[src/rtl/adxl_burst_sampler_if.sv]
// Sample stream and SPI bus bundle for adxl_burst_sampler.
//   sample_valid/sample_ready/sample_data : head-of-FIFO handshake, one axis per 16 bits
//   SPI_CSN/SPI_CLK/SPI_SDI               : SPI master outputs (mode 3)
//   SPI_SDO                               : SPI slave data into the sampler
// master = sampler side, slave = consumer / accelerometer side.
interface adxl_burst_sampler_if #(
  parameter int unsigned N_AXES = 3
) ();
  logic                    sample_valid;
  logic                    sample_ready;
  logic [16*N_AXES-1:0]    sample_data;
  logic                    SPI_CSN;
  logic                    SPI_CLK;
  logic                    SPI_SDI;
  logic                    SPI_SDO;

  modport master (
    output sample_valid, sample_data, SPI_CSN, SPI_CLK, SPI_SDI,
    input  sample_ready, SPI_SDO
  );

  modport slave (
    input  sample_valid, sample_data, SPI_CSN, SPI_CLK, SPI_SDI,
    output sample_ready, SPI_SDO
  );
endinterface

[src/rtl/adxl_burst_sampler.sv]
// SPI sampler for ADXL345-class accelerometers.
// After reset it replays INIT_TABLE as single-byte register writes, then on
// every sample tick reads N_AXES axes in one multi-byte burst (one CSN window)
// and queues the result in a DEPTH-entry FIFO.
// Ports:
//   n_rst        : asynchronous active-low reset
//   spi_clk      : clock, everything on the rising edge
//   freeze       : discard completed bursts instead of queueing them
//   bus          : sample handshake + SPI pins (master modport)
//   fifo_level   : FIFO occupancy 0..DEPTH
//   overflow_cnt : samples dropped on a full FIFO, saturating at 255
//   init_done    : init table fully written
module adxl_burst_sampler #(
  parameter int unsigned          SAMPLE_DIV = 200,
  parameter int unsigned          N_AXES     = 3,
  parameter logic [5:0]           START_ADDR = 6'h32,
  parameter int unsigned          INIT_LEN   = 11,
  parameter logic [16*INIT_LEN-1:0] INIT_TABLE =
    176'h2D08_2A00_2000_1F00_1E00_2F00_2E00_3800_2C0A_3108_2D00,
  parameter int unsigned          DEPTH      = 4
) (
  input  logic                      n_rst,
  input  logic                      spi_clk,
  input  logic                      freeze,
  adxl_burst_sampler_if.master      bus,
  output logic [$clog2(DEPTH):0]    fifo_level,
  output logic [7:0]                overflow_cnt,
  output logic                      init_done
);
  localparam int unsigned NB   = 2 * N_AXES;
  localparam int unsigned RXW  = 8 * NB;
  localparam int unsigned TXW  = 8 + RXW;
  localparam int unsigned BCW  = $clog2(TXW);
  localparam int unsigned TCW  = $clog2(SAMPLE_DIV);
  localparam int unsigned PW   = $clog2(DEPTH);
  localparam int unsigned LW   = PW + 1;
  localparam int unsigned IDXW = (INIT_LEN > 1) ? $clog2(INIT_LEN) : 1;
  localparam logic        MB   = (NB > 1);

  // bit 2 set exactly while chip select is asserted, so SPI_CSN is one flop
  localparam logic [2:0] ST_INIT_LOAD = 3'b000;
  localparam logic [2:0] ST_WAIT      = 3'b001;
  localparam logic [2:0] ST_GAP       = 3'b010;
  localparam logic [2:0] ST_CS_SETUP  = 3'b100;
  localparam logic [2:0] ST_SHIFT     = 3'b101;
  localparam logic [2:0] ST_CS_HOLD   = 3'b110;

  logic [2:0]       state;
  logic             phase;      // 0 = SPI_CLK low half of a bit, 1 = high half
  logic [BCW-1:0]   bit_cnt;
  logic             gap_cnt;
  logic [IDXW-1:0]  init_idx;
  logic [TXW-1:0]   tx_sr;
  logic [RXW-1:0]   rx_sr;
  logic [TCW-1:0]   timer;
  logic             pending;
  logic             tick;
  logic [13:0]      init_entry;
  logic [BCW-1:0]   last_bit;
  logic [RXW-1:0]   sample_word;

  logic [RXW-1:0]   mem [DEPTH];
  logic [PW-1:0]    wr_ptr;
  logic [PW-1:0]    rd_ptr;
  logic             push_req;
  logic             push_ok;
  logic             pop;
  logic             full;

  always_comb begin
    init_entry = INIT_TABLE[{init_idx, 4'b0000} +: 14];
    last_bit   = init_done ? BCW'(TXW - 1) : BCW'(15);
    tick       = init_done && (timer == TCW'(SAMPLE_DIV - 1));
  end

  // First received data byte ends up at the top of rx_sr; byte j goes to bits 8j+:8.
  always_comb begin
    sample_word = '0;
    for (int unsigned j = 0; j < NB; j++)
      sample_word[8*j +: 8] = rx_sr[RXW-1-8*j -: 8];
  end

  always_ff @(posedge spi_clk or negedge n_rst) begin
    if (!n_rst) begin
      state     <= ST_INIT_LOAD;
      phase     <= 1'b0;
      bit_cnt   <= '0;
      gap_cnt   <= 1'b0;
      init_idx  <= '0;
      tx_sr     <= '1;
      rx_sr     <= '0;
      init_done <= 1'b0;
    end else begin
      case (state)
        ST_INIT_LOAD: begin
          tx_sr <= {2'b00, init_entry, {(TXW-16){1'b1}}};
          state <= ST_CS_SETUP;
        end
        ST_CS_SETUP: begin
          phase   <= 1'b0;
          bit_cnt <= '0;
          state   <= ST_SHIFT;
        end
        ST_SHIFT: begin
          phase <= ~phase;
          if (!phase) begin
            rx_sr <= {rx_sr[RXW-2:0], bus.SPI_SDO};
          end else begin
            tx_sr   <= {tx_sr[TXW-2:0], 1'b1};
            bit_cnt <= bit_cnt + BCW'(1);
            if (bit_cnt == last_bit) state <= ST_CS_HOLD;
          end
        end
        ST_CS_HOLD: begin
          gap_cnt <= 1'b0;
          state   <= ST_GAP;
        end
        ST_GAP: begin
          gap_cnt <= 1'b1;
          if (gap_cnt) begin
            if (init_done) begin
              state <= ST_WAIT;
            end else if (init_idx == IDXW'(INIT_LEN - 1)) begin
              init_done <= 1'b1;
              state     <= ST_WAIT;
            end else begin
              init_idx <= init_idx + IDXW'(1);
              state    <= ST_INIT_LOAD;
            end
          end
        end
        ST_WAIT: begin
          if (tick || pending) begin
            tx_sr <= {1'b1, MB, START_ADDR, {(TXW-8){1'b1}}};
            state <= ST_CS_SETUP;
          end
        end
        default: state <= ST_INIT_LOAD;
      endcase
    end
  end

  // Sample timer free-runs once init is complete; one tick may wait for WAIT.
  always_ff @(posedge spi_clk or negedge n_rst) begin
    if (!n_rst) begin
      timer   <= '0;
      pending <= 1'b0;
    end else begin
      if (!init_done || tick) timer <= '0;
      else                    timer <= timer + TCW'(1);
      if (state == ST_WAIT) begin
        if (tick || pending) pending <= 1'b0;
      end else if (tick) begin
        pending <= 1'b1;
      end
    end
  end

  assign bus.SPI_CSN = ~state[2];
  assign bus.SPI_CLK = ~((state == ST_SHIFT) && !phase);
  assign bus.SPI_SDI = (state == ST_SHIFT) ? tx_sr[TXW-1] : 1'b1;

  // FIFO: a full FIFO still accepts a push when the head is popped in the same cycle.
  always_comb begin
    full     = (fifo_level == LW'(DEPTH));
    pop      = bus.sample_valid && bus.sample_ready;
    push_req = (state == ST_CS_HOLD) && init_done && !freeze;
    push_ok  = push_req && (!full || pop);
  end

  always_ff @(posedge spi_clk) begin
    if (push_ok) mem[wr_ptr] <= sample_word;
  end

  always_ff @(posedge spi_clk or negedge n_rst) begin
    if (!n_rst) begin
      wr_ptr       <= '0;
      rd_ptr       <= '0;
      fifo_level   <= '0;
      overflow_cnt <= '0;
    end else begin
      if (push_ok) wr_ptr <= wr_ptr + PW'(1);
      if (pop)     rd_ptr <= rd_ptr + PW'(1);
      case ({push_ok, pop})
        2'b10:   fifo_level <= fifo_level + LW'(1);
        2'b01:   fifo_level <= fifo_level - LW'(1);
        default: fifo_level <= fifo_level;
      endcase
      if (push_req && full && !pop && overflow_cnt != 8'hFF)
        overflow_cnt <= overflow_cnt + 8'd1;
    end
  end

  assign bus.sample_valid = (fifo_level != '0);
  assign bus.sample_data  = bus.sample_valid ? mem[rd_ptr] : '0;

endmodule
[src/flat_wrapper.sv]
// flat-port wrapper written by rule: the top's interface ports become plain ports
module adxl_burst_sampler_flat 
#(
  parameter int unsigned          SAMPLE_DIV = 200,
  parameter int unsigned          N_AXES     = 3,
  parameter logic [5:0]           START_ADDR = 6'h32,
  parameter int unsigned          INIT_LEN   = 11,
  parameter logic [16*INIT_LEN-1:0] INIT_TABLE =
    176'h2D08_2A00_2000_1F00_1E00_2F00_2E00_3800_2C0A_3108_2D00,
  parameter int unsigned          DEPTH      = 4
)
  (n_rst, spi_clk, freeze, fifo_level, overflow_cnt, init_done, bus_sample_valid, bus_sample_data, bus_SPI_CSN, bus_SPI_CLK, bus_SPI_SDI, bus_sample_ready, bus_SPI_SDO);
  adxl_burst_sampler_if #(.N_AXES(N_AXES)) bus_i ();
  input  logic n_rst;
  input  logic spi_clk;
  input  logic freeze;
  output logic [$clog2(DEPTH):0] fifo_level;
  output logic [7:0] overflow_cnt;
  output logic init_done;
  output wire logic [$bits(bus_i.sample_valid)-1:0] bus_sample_valid;
  output wire logic [$bits(bus_i.sample_data)-1:0] bus_sample_data;
  output wire logic [$bits(bus_i.SPI_CSN)-1:0] bus_SPI_CSN;
  output wire logic [$bits(bus_i.SPI_CLK)-1:0] bus_SPI_CLK;
  output wire logic [$bits(bus_i.SPI_SDI)-1:0] bus_SPI_SDI;
  input wire logic [$bits(bus_i.sample_ready)-1:0] bus_sample_ready;
  input wire logic [$bits(bus_i.SPI_SDO)-1:0] bus_SPI_SDO;
  assign bus_sample_valid = bus_i.sample_valid;
  assign bus_sample_data = bus_i.sample_data;
  assign bus_SPI_CSN = bus_i.SPI_CSN;
  assign bus_SPI_CLK = bus_i.SPI_CLK;
  assign bus_SPI_SDI = bus_i.SPI_SDI;
  assign bus_i.sample_ready = bus_sample_ready;
  assign bus_i.SPI_SDO = bus_SPI_SDO;
  adxl_burst_sampler #(.SAMPLE_DIV(SAMPLE_DIV), .N_AXES(N_AXES), .START_ADDR(START_ADDR), .INIT_LEN(INIT_LEN), .INIT_TABLE(INIT_TABLE), .DEPTH(DEPTH)) u_core (.n_rst(n_rst), .spi_clk(spi_clk), .freeze(freeze), .bus(bus_i), .fifo_level(fifo_level), .overflow_cnt(overflow_cnt), .init_done(init_done));
endmodule
[config.mk]
export PLATFORM = sky130hd
export DESIGN_NAME = adxl_burst_sampler_flat
export DESIGN_NICKNAME = d
export VERILOG_FILES = /design/src/rtl/adxl_burst_sampler_if.sv /design/src/rtl/adxl_burst_sampler.sv /design/src/flat_wrapper.sv
export SDC_FILE = /design/constraint.sdc
export NUM_CORES = 1
export LEC_CHECK = 0
export ABC_AREA = 0
export BUFFER_PORTS_ARGS = -buffer_cell sky130_fd_sc_hd__buf_2
export CAP_MARGIN = 10
export CORE_MARGIN = 2
export CORE_UTILIZATION = 50
export DETAILED_ROUTE_END_ITERATION = 10
export GPL_ROUTABILITY_DRIVEN = 0
export GPL_TIMING_DRIVEN = 0
export PLACE_DENSITY = 0.75
export SLEW_MARGIN = 0
export SYNTH_ARGS = -nofsm -noshare
export SYNTH_HDL_FRONTEND = slang
export SYNTH_SLANG_ARGS = --single-unit
[constraint.sdc]
create_clock -name spi_clk -period 3.15 [get_ports spi_clk]
set_clock_uncertainty 0.1 [all_clocks]
set_input_delay 0.315 -clock spi_clk [delete_from_list [all_inputs] [get_ports spi_clk]]
set_output_delay 0.315 -clock spi_clk [all_outputs]
set_load 0.03 [all_outputs]
==> flow_summary.toml <==
[setup_path]
end_kind = "primary output"
required_ns = 2.73
crit_top_cell = "buf_2"
crit_fanout = 10
crit_slowest_cell = "nor3_4"
crit_chain = "buf_2 -> inv_1 -> clkbuf_1 -> nor3_4 -> clkinv_2 -> clkbuf_2 -> buf_2"
critical_path.top_delay_family = "buffers and inverters"
critical_path_class = "flop to primary output"
crit_buf_inv = 6
slowest_delay_ns = 0.36
start_kind = "flop"
arrival_ns = 2.49

[grt]
gr-total-overflow = 0
antenna_found_initial = 0
grt_first_pass_wirelength_microns = 37400
grt_usage = 0.185
grt_max_degree = 56
grt_pass1_vias = 6942

[pwr]
ir_drop_mv = 0.419
leakagePower_nw = 5.78
p_total_w = 0.00954
p_per_area_mw_per_mm2 = 682

[logic_synthesis]
syn_avg_cell_area_sq_um = 14.8
syn-instance-count = 816
synth_most_common_cell = "edfxtp_1"
synth_top_area_frac = 0.477
synthMuxAreaShare = 0.105
synth_edf_count = 192
netlist_area_sq_mm = 0.0121
ys_types = 58
seq_area_frac_synth = 0.694
synth-xor-area-share = 0.0159
yosys.area_share.simple = 0.118
ys_async_sr_fraction = 0.351
synth_warnings = 0
synthFlopType = "edfxtp_1"
postSynthNetCount = 834
synthAdderAreaFrac = 0.0141
synth_commonest_cells = "192 x edfxtp_1, 160 x nand2_1, 88 x dfrtp_1"
synth_area_leaders = "edfxtp_1 48%, dfrtp_1 18%, mux4_2 8.9%"
synth_top_family_by_area = "simple AND/OR/NAND/NOR gates"
synth-compound-area-share = 0.0337
synth_largest_area_cell = "edfxtp_1"
ys_ff_latch = 296

[clocking]
htree_levels = 1
clock-sinks = 296
path_clk_slew_ns = 0.06
cts_setup_buffers = 0
cts_buffers = 30
clk_latency_ns = 0.56
clock_path_buffers = 3
cts_tree = "done"
cts_root_buffer = "clkbuf_16"

[route]
antenna_left = 0
avgViaCountPerCell = 5.38
drtPass1Iterations = 5
wl_met3_microns = 1130
routedWlPerCell_microns = 18.3
dr_total_vias = 6802
drt-initial-drc-count = 466
drc = 0
wl_met1_microns = 9870
highest_layer = "met4"
totalWireLength_microns = 23100
wl_met2_microns = 11700

[die]
rows = 56
chipHeight_microns = 160
start_util = 0.512
dieArea_sq_mm = 0.0254
core_area_sq_mm = 0.0236
die_w_microns = 160
io_pins = 69

[layout]
final_cell_area_sq_mm = 0.0140
area_growth_pct = 15.6
diodes = 0
fin_nets = 940
final_layout_size_suffix_gt1_frac = 0.229

[flow_run]
drv_cap = 0

[timing]
fin_setup_tns_ns = 0
worstMarginPinSlew_ns = 0.994
period_needed_ns = 2.91
slew_violations = 0
max-slew-margin-rel = 0.331
rsz0062_at_grt = "false"
period_share = 0.924
hold_violations = 0
fmax_mhz = 344
finalSetupViolCount = 0

[placement]
post_dp_cell_area_sq_mm = 0.0129
numPortBuffers = 67
hpwl_microns = 14100

[hold_path]
hold_path.class = "input port to flop"

[run_status]
outcome = "complete, no violations"
[layer usage]
layer  vias to the layer above  track usage
li1                       3194            -
met1                      3404        0.248
met2                       167        0.317
met3                        37       0.0320
met4                         0       0.0455
met5                         -            0
[cell type report]
| cell class | count | area, sq um |
|---|---|---|
| Fill cell | 1799 | 9630 |
| Sequential cell | 296 | 8390 |
| Multi-Input combinational cell | 459 | 3480 |
| Clock buffer | 41 | 853 |
| Timing Repair Buffer | 74 | 465 |
| Tap cell | 319 | 399 |
| Buffer | 40 | 170 |
| Clock inverter | 15 | 143 |
| Inverter | 21 | 80.1 |
[flip-flops by register name, indices dropped and copies added (netlist names), 4 cells and up]
| name | cells |
|---|---|
| u_core.bit_cnt | 6 |
| u_core.init_idx | 4 |
| u_core.mem | 192 |
| u_core.overflow_cnt | 8 |
| u_core.rx_sr | 48 |
| u_core.timer | 8 |
| u_core.tx_sr | 16 |
[report_power, final]
group / switching [W] / leakage (nW) / internal, W
clock network: 0.00143 / 0.492 / 0.00206
registers: 0.0000698 / 3.30 / 0.00417
logic: 0.00111 / 1.98 / 0.000695
[worst register-to-register path: stages (launching register included)]
cell and delay, ns:
dfrtp_1 0.47, nor3_1 0.25, inv_1 0.24, nand2_1 0.21
nor2_1 0.07, fa_1 0.40, a2111oi_0 0.57, a311oi_1 0.11
a221oi_1 0.24
[stage by stage]
stage	cells	hold WS [ns]	util	worst slack [ns]
after floorplan	816	-0.0806	-	0.103
after global placement	1202	0.346	0.543	-0.953
after detailed placement	1207	0.298	0.548	0.157
after CTS	1265	0.127	0.591	0.0506
after global routing	1265	0.144	0.592	0.0837
final	1265	0.157	0.592	0.241
[cell families (layout without fill, tap and decap cells)]
group | count (synthesis) | in the layout
AO/OA/AOI/OAI | 63 | 63
XOR/XNOR | 22 | 22
adder cells (fa/ha/maj) | 13 | 13
buffers and inverters | 61 | 191
flip-flops | 296 | 296
multiplexers | 62 | 62
AND/OR/NAND/NOR | 299 | 299
[final timing paths]
path	to	slack (ns)	depth (start not counted)	from
worst max-delay path	bus_SPI_CLK	0.24	7	u_core.state[2]
worst min-delay path	u_core.rd_ptr[1]	0.16	3	bus_sample_ready
worst max register to register	u_core.fifo_level[2]	0.39	8	u_core.fifo_level[1]
worst min register to register	u_core.tx_sr[54]	0.36	2	u_core.tx_sr[54]
max in group asynchronous	u_core.rx_sr[29]	1.99	3	n_rst
min in group asynchronous	u_core.init_idx[0]	0.24	2	n_rst
[layout by cell type, fill, tap and decap left out, types with 20 or more instances in the layout]
master	Yosys	routed
and2_1	52	48
inv_1	20	20
buf_2	7	73
o21ai_0	20	20
clkbuf_16	0	31
dfrtp_1	88	88
mux4_2	48	48
nor2_1	21	21
clkbuf_1	29	33
nand2_1	160	160
edfxtp_1	192	192
[timing repair]
action	in CTS	in global routing
hold endpoints to repair	34	0
hold buffers	2	0
gates resized for setup	4	4
pin swaps	0	0
setup endpoints to repair	11	32
Power figures use the tool's default switching activity.
